==> src/rtl/pacman_pkg.sv <==
// Shared Pac-Man board definitions: dimensions, pellet layout and tracker states.
// Maps are indexed [row][column]; bit x of a row word is column x.
package pacman_pkg;

  localparam int COLS    = 21;
  localparam int ROWS    = 23;
  localparam int SPAWN_X = 10;
  localparam int SPAWN_Y = 12;

  // Odd rows are open corridors, even rows carry pellets only on the posts.
  localparam logic [COLS-1:0] ROW_OPEN = 21'h0FFFFE;
  localparam logic [COLS-1:0] ROW_POST = 21'h088A22;
  localparam logic [COLS-1:0] ROW_EDGE = 21'h080002;

  localparam logic [COLS-1:0] PELLET_MAP [ROWS] = '{
    '0,
    ROW_OPEN, ROW_POST & ~ROW_EDGE, ROW_OPEN, ROW_POST, ROW_OPEN,
    ROW_POST, ROW_OPEN, ROW_POST, ROW_OPEN, ROW_POST,
    ROW_OPEN, ROW_POST, ROW_OPEN, ROW_POST, ROW_OPEN,
    ROW_POST, ROW_OPEN & ~ROW_EDGE, ROW_POST, ROW_OPEN, ROW_POST,
    ROW_OPEN,
    '0
  };

  localparam logic [COLS-1:0] POWER_MAP [ROWS] = '{
    '0, '0, ROW_EDGE, '0, '0, '0, '0, '0, '0, '0, '0, '0,
    '0, '0, '0, '0, '0, ROW_EDGE, '0, '0, '0, '0, '0
  };

  // 11 open rows x 19 cells + 10 post rows x 6 cells, power pellets included.
  localparam int TOTAL_PELLETS = 269;

  typedef enum logic [1:0] {
    PLAY,
    POWER,
    CLEAR
  } tracker_state_t;

endpackage

==> src/rtl/power_timer.sv <==
// Frightened-mode countdown: load to TICKS, count down one per tick, force clear.
// active stays high while at least one more tick remains after the current one.
module power_timer #(
  parameter int TICKS = 40,
  parameter int W     = 6
) (
  input  logic         clk2,
  input  logic         reset,
  input  logic         load,
  input  logic         clear,
  input  logic         tick,
  output logic [W-1:0] remaining,
  output logic         active
);

  always_ff @(posedge clk2 or posedge reset) begin
    if (reset) begin
      remaining <= '0;
    end else if (clear) begin
      remaining <= '0;
    end else if (load) begin
      remaining <= W'(TICKS);
    end else if (tick && (remaining != '0)) begin
      remaining <= remaining - W'(1);
    end
  end

  assign active = (remaining > W'(1));

endmodule

==> src/rtl/pellet_tracker.sv <==
// Live pellet map, score and level state downstream of the Pac-Man movement controller.
// Every eat takes effect on the clk2 edge that samples the position.
module pellet_tracker
  import pacman_pkg::*;
#(
  parameter int PELLET_PTS  = 10,
  parameter int POWER_PTS   = 50,
  parameter int POWER_TICKS = 40,
  parameter int SCORE_W     = 16
) (
  input  logic               clk2,
  input  logic               reset,
  input  logic [4:0]         curr_x,
  input  logic [4:0]         curr_y,
  input  logic               next_level,
  input  logic [4:0]         rd_row,
  output logic [COLS-1:0]    rd_pellets,
  output logic [SCORE_W-1:0] score,
  output logic [8:0]         pellets_left,
  output logic               eat_pulse,
  output logic               power_mode,
  output logic [5:0]         power_remaining,
  output logic               level_clear
);

  localparam logic [8:0] FULL_COUNT = 9'(TOTAL_PELLETS);

  tracker_state_t  state, state_nxt;
  logic [COLS-1:0] map [ROWS];
  logic            in_range, cell_live, on_power;
  logic            eat, last_eat, reload, timer_active;

  function automatic logic [SCORE_W-1:0] sat_add(input logic [SCORE_W-1:0] a,
                                                 input logic [SCORE_W-1:0] b);
    logic [SCORE_W:0] sum;
    sum = {1'b0, a} + {1'b0, b};
    return sum[SCORE_W] ? '1 : sum[SCORE_W-1:0];
  endfunction

  always_comb begin
    in_range  = (curr_x < 5'(COLS)) && (curr_y < 5'(ROWS));
    cell_live = 1'b0;
    on_power  = 1'b0;
    if (in_range) begin
      cell_live = map[curr_y][curr_x];
      on_power  = POWER_MAP[curr_y][curr_x];
    end
  end

  assign eat      = (state != CLEAR) && cell_live;
  assign last_eat = eat && (pellets_left == 9'd1);
  assign reload   = (state == CLEAR) && next_level;

  assign rd_pellets = (rd_row < 5'(ROWS)) ? map[rd_row] : '0;

  always_ff @(posedge clk2 or posedge reset) begin
    if (reset) begin
      for (int r = 0; r < ROWS; r++) map[r] <= PELLET_MAP[r] | POWER_MAP[r];
    end else if (reload) begin
      for (int r = 0; r < ROWS; r++) map[r] <= PELLET_MAP[r] | POWER_MAP[r];
    end else if (eat) begin
      map[curr_y][curr_x] <= 1'b0;
    end
  end

  always_ff @(posedge clk2 or posedge reset) begin
    if (reset) begin
      score        <= '0;
      pellets_left <= FULL_COUNT;
      eat_pulse    <= 1'b0;
    end else begin
      eat_pulse <= eat;
      if (reload) begin
        pellets_left <= FULL_COUNT;
      end else if (eat) begin
        pellets_left <= pellets_left - 9'd1;
        score        <= sat_add(score, on_power ? SCORE_W'(POWER_PTS) : SCORE_W'(PELLET_PTS));
      end
    end
  end

  always_ff @(posedge clk2 or posedge reset) begin
    if (reset) state <= PLAY;
    else       state <= state_nxt;
  end

  // Clearing the board outranks entering or extending frightened mode.
  always_comb begin
    state_nxt = state;
    case (state)
      PLAY: begin
        if (last_eat)             state_nxt = CLEAR;
        else if (eat && on_power) state_nxt = POWER;
      end
      POWER: begin
        if (last_eat)                             state_nxt = CLEAR;
        else if (!(eat && on_power) && !timer_active) state_nxt = PLAY;
      end
      CLEAR: begin
        if (next_level) state_nxt = PLAY;
      end
      default: state_nxt = PLAY;
    endcase
  end

  power_timer #(
    .TICKS (POWER_TICKS),
    .W     (6)
  ) u_power_timer (
    .clk2      (clk2),
    .reset     (reset),
    .load      (eat && on_power && !last_eat),
    .clear     (last_eat),
    .tick      (state == POWER),
    .remaining (power_remaining),
    .active    (timer_active)
  );

  assign power_mode  = (state == POWER);
  assign level_clear = (state == CLEAR);

endmodule

==> config.mk <==
export PLATFORM = sky130hd
export DESIGN_NAME = pellet_tracker
export DESIGN_NICKNAME = d
export VERILOG_FILES = /design/src/rtl/pacman_pkg.sv /design/src/rtl/power_timer.sv /design/src/rtl/pellet_tracker.sv
export SDC_FILE = /design/constraint.sdc
export NUM_CORES = 1
export LEC_CHECK = 0
export CAP_MARGIN = 15
export CORE_MARGIN = 2
export CORE_UTILIZATION = 35
export CTS_BUF_LIST = sky130_fd_sc_hd__clkbuf_16
export DETAILED_ROUTE_END_ITERATION = 8
export PLACE_DENSITY = 0.59
export RECOVER_POWER = 50
export SYNTH_ARGS = -nofsm -noshare
export SYNTH_HDL_FRONTEND = slang
export SYNTH_SLANG_ARGS = --single-unit
==> constraint.sdc <==
create_clock -name clk2 -period 31.1 [get_ports clk2]
set_input_delay 9.33 -clock clk2 [delete_from_list [all_inputs] [get_ports clk2]]
set_output_delay 9.33 -clock clk2 [all_outputs]
set_load 0.03 [all_outputs]
; ---- Yosys cells after proc, flatten, opt, wreduce, memory -nomap -nowiden
; Memories as Yosys holds them, arrays and structs flattened.
; Cells that the tools add are included.
[totals]
in_bits = 18
regBits = 517
n_memories = 1
out_inout_bits = 55
word_cells = 106
romBits = 672
[classes]
eq_ne = 7
magnitude_cmp = 9
bitwise_logic = 5
n_mux = 34
add_sub_neg = 3
reduce_logical = 19
[memory_table]
columns = memory, words, word_bits, read_ports, rd_clocked_by_memory_dff, wr, line_no
row1 = (no name shown), 32, 21, 1, 0, 0, pellet_tracker.sv:46  ; on_power = POWER_MAP[curr_y][curr_x];
[ops]
columns = operator, count
row1 = 2-to-1 mux 483 bit, 2
row2 = bitwise AND 483 bit, 1
row3 = NOT 483 bit, 1
row4 = binary-select mux 21 bit (select 5 bit), 2
row5 = 2-to-1 mux 21 bit, 8
row6 = demux 21 bit (select 5 bit), 1
row7 = 2-to-1 mux 6 bit, 4
row8 = 2-to-1 mux 9 bit, 2
row9 = adder 16 x 6 -> 17 bit, 1
row10 = 2-to-1 mux 16 bit, 1
row11 = less-than comparator 5 bit (second input constant), 3
row12 = greater-or-equal comparator 6 bit (second input constant), 2
row13 = NOT 5 -> 6 bit, 2
row14 = binary-select mux 1 bit (select 5 bit), 2
row15 = logical AND 1 bit, 10
row16 = 2-to-1 mux 2 bit, 5
row17 = equality test 9 x 1 -> 1 bit (second input constant), 1
row18 = subtractor 9 x 1 -> 9 bit (second input constant), 1
row19 = > comparator 6 x 1 -> 1 bit (second input constant), 1
row20 = less-than comparator 5 x 6 -> 1 bit (second input constant), 1
row21 = less-than comparator 6 x 1 -> 1 bit (second input constant), 1
row22 = inequality test 3 bit (second input constant), 2
row23 = one-hot mux 2 bit (3 select lines), 1
row24 = nonzero test 6 bit, 1
row25 = other kinds (14), 21

; ---- Logic depth before layout (Yosys ltp)
[logic_depth]
depth_word = 14
mapped_depth = 20

; ---- Hierarchy
; From an unflattened synthesis, not the netlist that was laid out.
[unflattened]
hier_cells = 2783
hier_area_um2 = 29000.3
[by_module_without_submodules]
columns = module, cells_per_inst, area_each_um2, n_inst
row1 = pellet_tracker, 2742, 28626.2, 1
row2 = power_timer, 41, 374.1, 1

; ---- Least setup slack after synthesis
; OpenSTA, ideal clock, no wires.
[synth_timing]
path_kind = in2out
startpoint = in rd_row[0]
endpoint = out rd_pellets[10]
required_time_ns = 21.770
stages = 6
path_buffers = 3
arrival_ns = 11.532
path_slack_ns = 10.238
path_cell_list = clkbuf_1 -> buf_1 -> buf_1 -> mux4_2 -> mux2i_1 -> o22ai_1
[synth_between]
elab_chain_len = 5
[synth_rtl]
columns = element, line_no
row1 = "start, declared", pellet_tracker.sv:16  ; input logic [4:0] rd_row,
row2 = NOT 5 -> 6 bit (not written as such), pellet_tracker.sv:54  ; assign rd_pellets = (rd_row < 5'(ROWS)) ? map[rd_row] : '0;
row3 = binary-select mux 21 bit (select 5 bit), pellet_tracker.sv:54
row4 = 2-to-1 mux 21 bit (not written as such) (2 in series), pellet_tracker.sv:54
row5 = 2-to-1 mux 21 bit *, pellet_tracker.sv:54
row6 = "end, declared", pellet_tracker.sv:17  ; output logic [COLS-1:0] rd_pellets,
; Mark *: on every way between the ends. The rest lies on a longest branch, timed or not. The select of a mux whose other input is x is not followed.

; ---- Worst setup path in the final report
[layout_timing]
startpoint = in rd_row[1]
endpoint = out rd_pellets[10]
; Same word-level chain as after synthesis.

==> summary.txt <==
Critical path
  – R2R depth: 11
  – Reg2Reg Capture Point: map[9]
  – Worst Path Arrival: 12850 ps
  – Kind of critical path: input port to output port
  – Most common cell on crit path: buf_4
  – Worst path max stage delay: 860 ps
  – Setup slack, reg-to-reg: 26470 ps
  – Critical-path cell list: buf_6 > buf_4 > nand3_1 > nand3b_1 > buf_4 > o22ai_1 > clkdlybuf4s50_1
  – CP Max Fanout: 72
  – Critical Path RT: 21770 ps
  – R2r startpoint: map[27]
  – Crit path launch type: input port
  – Slowest CP cell: buf_4
  – Critical Path End Type: output port

Hold path
  – Hold Path Sink: score[0]
  – Min-Delay Path Class: flop to flop
  – Hold_sp: score[0]
  – Hold depth: 1

Routing
  – DRT Wirelength: 103 mm
  – First drt pass iteration count: 6
  – Top sig layer: met4
  – Metal1 wirelength: 41.1 mm
  – Met3 wire length: 12.6 mm
  – Vias after detailed routing: 23488
  – Antenna viol nets, final: 0
  – DRC: 0
  – WL/cell: 27.8 um
  – Via density: 6.32
  – Met2 wire len: 44.9 mm
  – 1st-iter DRT viols: 3118

Power
  – PwrDens: 60.4 nW/um^2
  – Clock share of power: 35.5%
  – Switch share: 29.5%
  – Max IR drop VDD: 0.0410 mV
  – Logic pwr share: 18.3%
  – Static Leakage: 12.9 nW
  – Internal power: 1.35 mW
  – Switching power: 0.564 mW
  – Seq pwr share: 46.2%

STA
  – Hold WS: 461 ps
  – Slew headroom: -472%
  – Final setup viols: 0
  – Final worst-path cycle share: 71.3%
  – Setup TNS: 0 ps
  – Fin. max-slew vios: 524
  – Least-Margin Pin Slew: 8580 ps
  – RSZ-0062 raised after global routing: false
  – Clock Skews: 31.7 ps
  – Final Critical Period: 22180 ps
  – Fmax: 45.1 MHz
  – Final Hold Violating Endpoints: 0

Logic synthesis
  – Syn Area/Cell: 10.7 um^2
  – Distinct cells, synth: 71
  – Top_reg_cell synth: dfstp_2
  – Compound-gate portion of the synthesized area: 15.1%
  – XOR/XNOR Fraction of Synth Area: 0.246%
  – Register area share after synthesis: 46.6%
  – Mapped Cells: 2674
  – #FFs+latches synth: 517
  – Yosys Warn Count: 0
  – Mux cell area share after synthesis: 20.5%
  – Simple-gate share of the synthesized area: 11.5%
  – Post-synth EDFFs: 0
  – Net Count, Synth: 2701
  – Synth Area in Adders: 0.395%
  – Main combinational cell family by area after synthesis: multiplexers
  – Mapped cell area: 28500 um^2
  – Async SR Flop Fraction: 100%

Floorplanning
  – Initial core utilization: 35.4%
  – FP Rows: 104
  – Core area: 80500 um^2
  – Ports: 73
  – Die area: 83700 um^2
  – Die height: 289 um
  – Die width: 289 um

Placed design
  – DP HPWL: 63.1 mm
  – Post-Place Cells: 3609
  – Placer Congestion: 0.908
  – I/O Buffers: 72

Clock network
  – Max Root-Sink Buffers: 3
  – Htree depth: 2
  – Total CTS buffers: 55
  – CTS tree: yes
  – Hold-fix buffers at CTS: 0
  – Clk slew on worst S/H paths: 60 ps
  – Worst-Skew Late Latency: 640 ps
  – Clock root buffer: clkbuf_16
  – Post_cts resized: 0
  – Clock sink count: 517
  – # Post-CTS Setup Buffers: 0

Final layout
  – Finished Layout Cells: 3715
  – Multi-input logic area: 13700 um^2
  – Nets: 2635
  – Sequential Area: 13300 um^2
  – Layout fillers: 7646
  – Share of cells above drive strength 1: 24.8%
  – Area grow syn2layout: 11.1%

Outcome
  – Outcome: finished with violations
  – Failing checks: capacitance limit, slew limit

Global routing
  – Gr ovfl total: 0
  – First-pass GRT wire length: 155 mm
  – Largest net degree at the start of global routing: 165
  – Total GRT Usage: 24.5%
  – Initial antenna violation count: 3
  – Vias in the first global route: 23134

Run
  – Max-cap violations: 4
-- power by group through the flow --
stage / clock network, mW / registers, mW / logic, mW
after global placement: 0 / 0.887 / 0.342
after floorplan: 0 / 0.892 / 0.227
final: 0.679 / 0.884 / 0.351
after CTS: 0.688 / 0.883 / 0.354
after detailed placement: 0 / 0.893 / 0.353
after global routing: 0.712 / 0.896 / 0.378
-- flip-flops by register name, indices dropped and copies added (netlist names) --
name	cells
score	16
eat_pulse	1
state	2
u_power_timer.remaining	6
pellets_left	9
map	483
-- stage by stage --
stage                     utilization (%)  worst slack (ps)  total power, mW  instance area, um^2
after floorplan                         -              7780             1.12                28500
after global placement               37.1              9080             1.23                29900
after detailed placement             37.1              9030             1.25                29900
after CTS                            39.3              9040             1.92                31700
after global routing                 39.3              7860             1.99                31700
final                                39.3              8920             1.91                31700
-- how the worst max path moves through the flow --
stage,startpoint,endpoint,cells past startpoint
global route,reset,map[381],3
CTS,rd_row[0],rd_pellets[3],7
floorplan,reset,eat_pulse,1
global placement,rd_row[0],rd_pellets[3],7
finish,rd_row[1],rd_pellets[10],7
detailed placement,rd_row[1],rd_pellets[10],7
-- layout by cell type, fill, tap and decap left out, types with 7 or more instances in the layout --
master and instances:
nor3_2 7, o22ai_1 80, clkinv_1 11, nand4b_1 7, clkdlybuf4s50_1 37, ha_1 9
buf_4 85, and2_1 11, dlygate4sd3_1 28, mux4_2 164, a22oi_1 14, nor2_2 16
nand2b_1 10, nor3_1 9, bufinv_16 8, inv_1 50, o211ai_1 7, a211oi_1 11
nor2_1 266, mux2i_1 201, a21oi_1 189, o21ai_0 37, dfstp_2 273, nor4_1 15
dfrtp_1 244, a31oi_1 263, nand2_1 272, clkbuf_16 56, nand3b_1 8, a21o_1 63
mux2_2 8, xnor2_1 7, clkinv_2 9, nand3_1 71
-- routing by layer --
metal / GRT usage [%] / up-vias
li1: - / 9727
met1: 34.0 / 12021
met2: 35.9 / 1460
met3: 6.75 / 280
met4: 10.5 / 0
met5: 0 / -
-- cell type report --
class / count / area share [%]
diodes: 1 / 0.00790
clock buffers: 56 / 4.43
clock inverters: 47 / 1.35
inverters: 37 / 0.443
multi-input cells: 1836 / 43.3
flip-flops and latches: 517 / 41.9
well taps: 1060 / 4.19
repair buffers: 161 / 4.39
-- cell usage after synthesis (all sizes together), types with 14 or more instances --
cell	instances	area (um^2)
nor2	282	1060
a22oi	14	105
o21ai	38	190
inv	37	139
mux2i	201	2010
a21o	63	473
mux4	164	3690
dfrtp	244	6110
buf	112	843
a21oi	190	955
clkbuf	172	647
a31oi	264	1660
o22ai	81	513
nor3	16	80.1
nor4	15	93.8
and2	14	92.6
nand2	274	1030
dfstp	273	7170
nand3	71	355
-- logic make-up after synthesis --
logic type,count (synthesis)
AO/OA/AOI/OAI,699
XOR/XNOR,8
adder cells (fa/ha/maj),9
buffers and inverters,321
flip-flops,517
multiplexers,376
AND/OR/NAND/NOR,744
-- critical path, delay by kind of cell --
kind,cells,cell delay (ps)
AOI/OAI and AO/OA,1,320
buffers and inverters,4,2560
and+or+nand+nor,2,540
Power figures use the tool's default switching activity.
